$ cat config.mk
export PLATFORM = sky130hd
export DESIGN_NAME = vga_sync_generator
export DESIGN_NICKNAME = d
export VERILOG_FILES = /design/src/rtl/vga_timing_pkg.sv /design/src/rtl/pixel_tick_divider.sv /design/src/rtl/vga_sync_generator.sv
export SDC_FILE = /design/constraint.sdc
export NUM_CORES = 1
export LEC_CHECK = 0
export CORE_AREA = 2 2 56 58
export DETAILED_ROUTE_END_ITERATION = 16
export DIE_AREA = 0 0 58 60
export GPL_TIMING_DRIVEN = 1
export PLACE_DENSITY = 0.86
export SYNTH_ARGS = -nofsm -noshare
export SYNTH_HDL_FRONTEND = slang
export SYNTH_SLANG_ARGS = --single-unit
$ cat constraint.sdc
create_clock -name clk -period 5.2 [get_ports clk]
set_input_delay 1.04 -clock clk [delete_from_list [all_inputs] [get_ports clk]]
set_output_delay 1.04 -clock clk [all_outputs]
set_load 0.005 [all_outputs]
$ cat src/rtl/vga_timing_pkg.sv
// vga_timing_pkg: 640x480@60 timing defaults, derived raster constants and counter width.
package vga_timing_pkg;
    localparam int CNT_W          = 10;
    localparam int H_DISPLAY_DEF  = 640;
    localparam int H_FRONT_DEF    = 16;
    localparam int H_SYNC_DEF     = 96;
    localparam int H_BACK_DEF     = 48;
    localparam int V_DISPLAY_DEF  = 480;
    localparam int V_FRONT_DEF    = 10;
    localparam int V_SYNC_DEF     = 2;
    localparam int V_BACK_DEF     = 33;
    localparam int CLK_DIV_DEF    = 4;
    localparam int H_TOTAL        = H_DISPLAY_DEF + H_FRONT_DEF + H_SYNC_DEF + H_BACK_DEF;
    localparam int V_TOTAL        = V_DISPLAY_DEF + V_FRONT_DEF + V_SYNC_DEF + V_BACK_DEF;
    localparam int HS_START       = H_DISPLAY_DEF + H_FRONT_DEF;
    localparam int HS_END         = HS_START + H_SYNC_DEF - 1;
    localparam int VS_START       = V_DISPLAY_DEF + V_FRONT_DEF;
    localparam int VS_END         = VS_START + V_SYNC_DEF - 1;

    function automatic logic in_span(input logic [CNT_W-1:0] v, input int lo, input int hi);
        return (int'(v) >= lo) && (int'(v) <= hi);
    endfunction
endpackage

$ cat src/rtl/pixel_tick_divider.sv
// pixel_tick_divider: counts 0..CLK_DIV-1 and flags the last count as the pixel-rate tick.
module pixel_tick_divider #(
    parameter int CLK_DIV = 4
) (
    input  logic clk,
    input  logic reset_n,
    output logic p_tick
);
    localparam int DW = $clog2(CLK_DIV);
    localparam logic [DW-1:0] D_MAX = DW'(CLK_DIV - 1);

    logic [DW-1:0] div_q, div_d;

    always_comb div_d = (div_q == D_MAX) ? '0 : div_q + DW'(1);

    always_ff @(posedge clk or negedge reset_n)
        if (!reset_n) div_q <= '0;
        else          div_q <= div_d;

    assign p_tick = (div_q == D_MAX);
endmodule

$ cat src/rtl/vga_sync_generator.sv
// vga_sync_generator: VGA raster counters, syncs and video_on from a divided pixel tick.
// Define VGA_SYNC_DELAY_EN to delay hsync/vsync/video_on by one pixel for a registered ROM read.
module vga_sync_generator
    import vga_timing_pkg::*;
#(
    parameter int H_DISPLAY = H_DISPLAY_DEF,
    parameter int H_FRONT   = H_FRONT_DEF,
    parameter int H_SYNC    = H_SYNC_DEF,
    parameter int H_BACK    = H_BACK_DEF,
    parameter int V_DISPLAY = V_DISPLAY_DEF,
    parameter int V_FRONT   = V_FRONT_DEF,
    parameter int V_SYNC    = V_SYNC_DEF,
    parameter int V_BACK    = V_BACK_DEF,
    parameter int CLK_DIV   = CLK_DIV_DEF
) (
    input  logic             clk,
    input  logic             reset_n,
    output logic             p_tick,
    output logic [CNT_W-1:0] pixel_x,
    output logic [CNT_W-1:0] pixel_y,
    output logic             video_on,
    output logic             hsync,
    output logic             vsync,
    output logic             frame_start
);
    localparam int HT  = H_DISPLAY + H_FRONT + H_SYNC + H_BACK;
    localparam int VT  = V_DISPLAY + V_FRONT + V_SYNC + V_BACK;
    localparam int HSS = H_DISPLAY + H_FRONT;
    localparam int VSS = V_DISPLAY + V_FRONT;
    localparam logic [CNT_W-1:0] X_MAX = CNT_W'(HT - 1);
    localparam logic [CNT_W-1:0] Y_MAX = CNT_W'(VT - 1);

    logic [CNT_W-1:0] x_q, x_d, y_q, y_d;
    logic             hs_q, hs_d, vs_q, vs_d, von_q, von_d;
    logic             x_wrap;

    pixel_tick_divider #(.CLK_DIV(CLK_DIV)) u_div (
        .clk     (clk),
        .reset_n (reset_n),
        .p_tick  (p_tick)
    );

    // Syncs decode the next counter values so they line up with pixel_x/pixel_y.
    always_comb begin
        x_wrap = p_tick && (x_q == X_MAX);
        x_d    = !p_tick ? x_q : (x_wrap ? '0 : x_q + CNT_W'(1));
        y_d    = !x_wrap ? y_q : ((y_q == Y_MAX) ? '0 : y_q + CNT_W'(1));
        hs_d   = !in_span(x_d, HSS, HSS + H_SYNC - 1);
        vs_d   = !in_span(y_d, VSS, VSS + V_SYNC - 1);
        von_d  = (int'(x_d) < H_DISPLAY) && (int'(y_d) < V_DISPLAY);
    end

    always_ff @(posedge clk or negedge reset_n)
        if (!reset_n) begin
            x_q   <= X_MAX;
            y_q   <= Y_MAX;
            hs_q  <= 1'b1;
            vs_q  <= 1'b1;
            von_q <= 1'b0;
        end else begin
            x_q   <= x_d;
            y_q   <= y_d;
            hs_q  <= hs_d;
            vs_q  <= vs_d;
            von_q <= von_d;
        end

    assign pixel_x     = x_q;
    assign pixel_y     = y_q;
    assign frame_start = x_wrap && (y_q == Y_MAX);

`ifdef VGA_SYNC_DELAY_EN
    logic hs_dly_q, vs_dly_q, von_dly_q;

    always_ff @(posedge clk or negedge reset_n)
        if (!reset_n) begin
            hs_dly_q  <= 1'b1;
            vs_dly_q  <= 1'b1;
            von_dly_q <= 1'b0;
        end else if (p_tick) begin
            hs_dly_q  <= hs_q;
            vs_dly_q  <= vs_q;
            von_dly_q <= von_q;
        end

    assign hsync    = hs_dly_q;
    assign vsync    = vs_dly_q;
    assign video_on = von_dly_q;
`else
    assign hsync    = hs_q;
    assign vsync    = vs_q;
    assign video_on = von_q;
`endif
endmodule
==> impl_metrics.ini <==
[synth]
synth_cells = 161
yosys_warnings = 0
synth_area_per_cell_um2 = 9.57
syn-cell-area_um2 = 1540
synth_top_area_share = 0.211
synth_largest_area_cell = dfrtp_1
ys.flop_type = dfrtp_1
synth_cell_types = 48
synth_edf_count = 0
ys_ff_latch = 25
yosys-top-cells-area = dfrtp_1, dfstp_2, xnor2_1
yosysSeqAreaShare = 0.416
async_reset_ff_frac = 1.00
synth_nets = 167

[run_status]
run_status = finished, final reports clean

[critical_path]
required_ns = 4.16
startpoint = pixel_y[0]
end_kind = primary output
r2r_start = pixel_x[0]
r2r_cells = 6
cp.buffers_inverters = 2
crit_end = frame_start
crit_path_top_delay_cell = or4b_2
critPathMaxFanout = 6
path_class = flop to primary output
worstSetupPathDepth = 6
regToRegEndpoint = video_on
crit_arrival_ns = 2.49
cp_top_family = simple AND/OR/NAND/NOR gates
crit_path_cell_trace = inv_1, ha_1, nand4_1, or4b_2, nor2_1, clkdlybuf4s50_1
r2r_slack_ns = 2.68
max_stage_delay_ns = 0.69
start_kind = flop

[global_route]
grt_pass1_wl_um = 5680
overflow = 0
grt_usage = 0.212
grt_max_degree = 26
grt_pass1_vias = 1246
antenna_found_initial = 0

[cts]
root_buffer = clkbuf_4
ctsHoldBuffers = 0
ctsResizeCount = 0
clockBufferDepth = 2
post-cts-setup-buffers = 0
clk-insertion-delay-late_ns = 0.32
cts.clk_slew.worst_paths_ns = 0.14
clock-sinks = 25
htree_levels = 1
cts_tree = built
cts-buffers-inserted = 3

[power]
peakVddDrop_uv = 167
p_clk_frac = 0.303
p_switching_w = 0.0000616
power_frac_comb = 0.017
p_int_w = 0.000225
switching_share = 0.215
leakagePower_nw = 0.684
power.density_nw_per_um2 = 159
power_frac_seq = 0.681

[hold_path]
hold_class = flop to flop
min_from = u_div.div_q[0]
min_path_cells = 1

[place]
place_ws_ns = 2.05
dp_hpwl_um = 2540
io_buffers = 26
finalWeightedCongestion = 0.930
dpl-instance-area_um2 = 1770

[final_layout]
fin_area_um2 = 1800
post-route-util = 0.621
antennaDiodeCount = 0
num-nets-final = 187
drive_above_1_share = 0.150
area_delta_synth_final_pct = 16.9

[timing]
worst_slack_ns = 1.67
max_freq_mhz = 283
finalHoldViolCount = 0
rsz0062_at_grt = false
finalSetupViolCount = 0
min_period_ns = 3.53
fin_setup_tns_ns = 0
skew_ns = 0.0141
min_period_over_period = 0.678
worstMarginPinSlew_ns = 0.768
drv_slew = 0
relSlewSlack = 0.481
worst_hold_slack_ns = 0.447

[drt]
avgViaCountPerCell = 6.30
dr.pass1.iters = 4
totalWireLength_um = 3400
drt_iter0_markers = 53
drc = 0
vias = 1341
wl_per_cell_um = 16.0
ant_nets = 0

[floorplan]
dieHeight_um = 60
pin_count = 27
start_util = 0.531
dieArea_um2 = 3480
die_x_um = 58
fp-row-count = 20
coreArea_um2 = 2900

[run]
drv_cap = 0
-- per-layer routing --
layer	track usage	routed length [um]	vias up
met2	0.360	1650	60
met1	0.276	1490	633
met5	0	0	-
li1	-	-	635
met3	0.0238	200	13
met4	0.0831	59	0
-- flip-flops by register name, summed over array words and instances (netlist names) --
name	cells
vsync	1
pixel_x	10
pixel_y	10
hsync	1
video_on	1
u_div.div_q	2
-- synthesized netlist by cell type, types with 2 or more instances --
| cell type | instances |
|---|---|
| a211oi_1 | 2 |
| a21oi_1 | 2 |
| a22o_1 | 2 |
| a2bb2oi_1 | 2 |
| a311oi_1 | 2 |
| and3_1 | 3 |
| and4_1 | 2 |
| and4_2 | 3 |
| buf_2 | 7 |
| clkbuf_1 | 2 |
| dfrtp_1 | 13 |
| dfstp_2 | 12 |
| ha_1 | 4 |
| inv_1 | 7 |
| mux2i_1 | 2 |
| nand2_1 | 14 |
| nand3_1 | 10 |
| nand4_1 | 8 |
| nor2_1 | 13 |
| nor3_1 | 3 |
| nor4_1 | 2 |
| nor4b_1 | 2 |
| o211ai_1 | 2 |
| o21a_1 | 2 |
| o21ai_0 | 9 |
| xnor2_1 | 7 |
| xor2_1 | 3 |
-- metrics by stage --
step / instances / power, W
finish: 213 / 0.000286
global route: 213 / 0.000295
CTS: 213 / 0.000290
detailed placement: 209 / 0.000203
global placement: 209 / 0.000203
floorplan: 161 / 0.000198
-- worst min-delay path by stage --
stage / end / slack, ns
2_1_floorplan: u_div.div_q[0] / 0.40
3_3_place_gp: u_div.div_q[0] / 0.41
3_5_place_dp: u_div.div_q[0] / 0.43
4_1_cts: u_div.div_q[0] / 0.45
5_1_grt: u_div.div_q[0] / 0.47
6_report: u_div.div_q[0] / 0.45
-- logic make-up after synthesis --
| family | Yosys count | share of synthesized area |
|---|---|---|
| AND/OR/NAND/NOR | 71 | 0.277 |
| multiplexers | 2 | 0.0130 |
| AO/OA/AOI/OAI | 30 | 0.139 |
| adder cells (fa/ha/maj) | 4 | 0.0325 |
| flip-flops | 25 | 0.416 |
| buffers and inverters | 19 | 0.0666 |
| XOR/XNOR | 10 | 0.0568 |
-- power by group through the flow --
stage | Clock [W] | Sequential [W] | Combinational [W]
floorplan | 0 | 0.000198 | 0.000000000328
global placement | 0 | 0.000198 | 0.00000504
detailed placement | 0 | 0.000198 | 0.00000511
CTS | 0.0000895 | 0.000195 | 0.00000508
global route | 0.0000944 | 0.000195 | 0.00000588
finish | 0.0000867 | 0.000195 | 0.00000474
-- layout by cell type, fill, tap and decap left out, types with 4 or more instances in the layout --
cell,instances
ha_1,4
o21ai_0,9
nor2_1,13
nand4_1,8
dfrtp_1,13
clkdlybuf4s50_1,26
nand2_1,14
nand3_1,10
inv_1,7
dfstp_2,12
xnor2_1,7
-- worst reg2reg max path, delay by kind of cell (launching register included) --
family / cells / cell delay [ns]
compound gates: 2 / 0.35
fa+ha+maj: 1 / 0.19
flops: 1 / 0.59
simple gates: 3 / 1.25
-- cell type report --
cell class,count,area (um2)
fillers,256,1100
multi-input cells,117,798
flip-flops and latches,25,641
repair buffers,27,268
well taps,33,41.3
inverters,7,26.3
clock buffers,3,22.5
clock inverters,1,5.00
Power figures use the tool's default switching activity.
==> RTL change, RTL diff (config.mk and constraints unchanged) <==
Add a define of `VGA_SYNC_DELAY_EN`.
--- a/src/rtl/vga_sync_generator.sv
+++ b/src/rtl/vga_sync_generator.sv
@@ -1,4 +1,6 @@
 // vga_sync_generator: VGA raster counters, syncs and video_on from a divided pixel tick.
 // Define VGA_SYNC_DELAY_EN to delay hsync/vsync/video_on by one pixel for a registered ROM read.
+`define VGA_SYNC_DELAY_EN
+
 module vga_sync_generator
     import vga_timing_pkg::*;
Behaviour: not the same (a bounded check fails within 10 cycles, from zero or initial values and one cycle with reset_n low).
==> RTL change against the unedited design <==
- routed wire length up 3.2%
- via count down 3.7%
- worst setup slack worse by 150 ps
- total power up 27%
- area after synthesis up 3.6%
- design area up 4.7%
- register-to-register slack better by 110 ps
- sequential cell count up 3
- critical path type unchanged
- critical endpoint unchanged
==> RTL change: results (changes against the unedited design) <==
[worst_setup_path]
r2r_start=u_div.div_q[0]
arrival_ps=2640  ; +150 ps
r2r-end=vs_q
crit_fanout=13  ; +7
r2r_setup_slack_ps=2790  ; +110 ps

[power_and_ir_drop]
power_density_mw_per_mm2=193.3  ; +22%
vdd_drop_max_mv=0.1654  ; -0.74%
p_comb_share_pct=1.4  ; -0.3 points
power.share.sequential_pct=59.9  ; -8.2 points
p_clk_mw=0.141  ; +63%
p_leak_nw=0.7091  ; +3.7%

[routing]
wirelength_met1_mm=1.507  ; +1.2%
vias=1292  ; -3.7%
wl_met3_um=180  ; -10%
drt_iter0_markers=49  ; -7.5%
wl_mm=3.510  ; +3.2%

[logic_synthesis]
synthAdderAreaFrac_pct=3.135  ; -0.11 points
synth.mux.area_fraction_pct=5.329  ; +4.0 points
yosysSeqAreaShare_pct=44.98  ; +3.4 points
ys_seq_elements=28  ; +12%
avgSynthCellArea_um2=10.43  ; +9.0%
synth_area_leaders=dfstp_2 23%, dfrtp_1 22%, xnor2_1 3.3%
syn_nets=159  ; -4.8%
synth_compound_area_share_pct=12.46  ; -1.4 points
synthTopCellsByCount=14 x dfrtp_1, 14 x dfstp_2, 12 x nand2_1
synth_cell_types=51  ; +6.3%

[placement]
place_congestion=0.9298  ; about the same
dp.final_hpwl_mm=2.561  ; +0.79%
placed_area_mm2=0.001834  ; +3.4%

[global_routing]
grtUsageMet1_pct=27.96  ; +0.31 points
grt_pass1_wl_mm=5.982  ; +5.4%
use_met3_pct=2.597  ; +0.22 points
grtUsageMet2_pct=39.61  ; +3.6 points
grt_max_degree=29  ; +12%
grt_usage_pct=22.40  ; +1.2 points

[sta]
slew_headroom_pct=68.55  ; +20 points
finalClockSkew_ps=15.35  ; +1.203 ps

[layout]
nonClkBufAreaFrac_pct=14.19  ; -0.67 points
n_fill_cell=239  ; -6.6%
drive_gt1_share_pct=17.82  ; +2.8 points
seq_area_share_pct=38.06  ; +2.5 points
multi_input_area_um2=780.7  ; -2.2%
clkCellAreaFrac_pct=2.785  ; +1.3 points
final_net_count=181  ; -3.2%
comb.multi_input.count=108  ; -7.7%

[run_status]
run_status=finished clean

[hold_path]
hold_path_end=u_div.div_q[0]

-- RTL change: critical path, stage by stage, from the launching register on --
cell	delay (ps)
dfrtp_1	380
ha_1	450
and4_2	390
nand3_1	360
nor2_1	220
clkdlybuf4s50_1	530
-- RTL change: stage by stage --
| stage | instances | setup slack (ps) |
|---|---|---|
| 6_report | 207 | 1517 |
| 5_1_grt | 207 | 1289 |
| 4_1_cts | 207 | 1497 |
| 3_5_place_dp | 203 | 1892 |
| 3_3_place_gp | 203 | 1978 |
| 2_1_floorplan | 153 | 2669 |
-- RTL change: how the worst max path moves through the flow --
stage | start | end | slack [ps] | depth (start not counted)
final | u_div.div_q[0] | frame_start | 1520 | 5
after global routing | u_div.div_q[0] | frame_start | 1290 | 5
after CTS | u_div.div_q[0] | frame_start | 1500 | 5
after detailed placement | u_div.div_q[0] | frame_start | 1890 | 5
after global placement | u_div.div_q[0] | frame_start | 1980 | 5
after floorplan | pixel_x[0] | frame_start | 2670 | 6
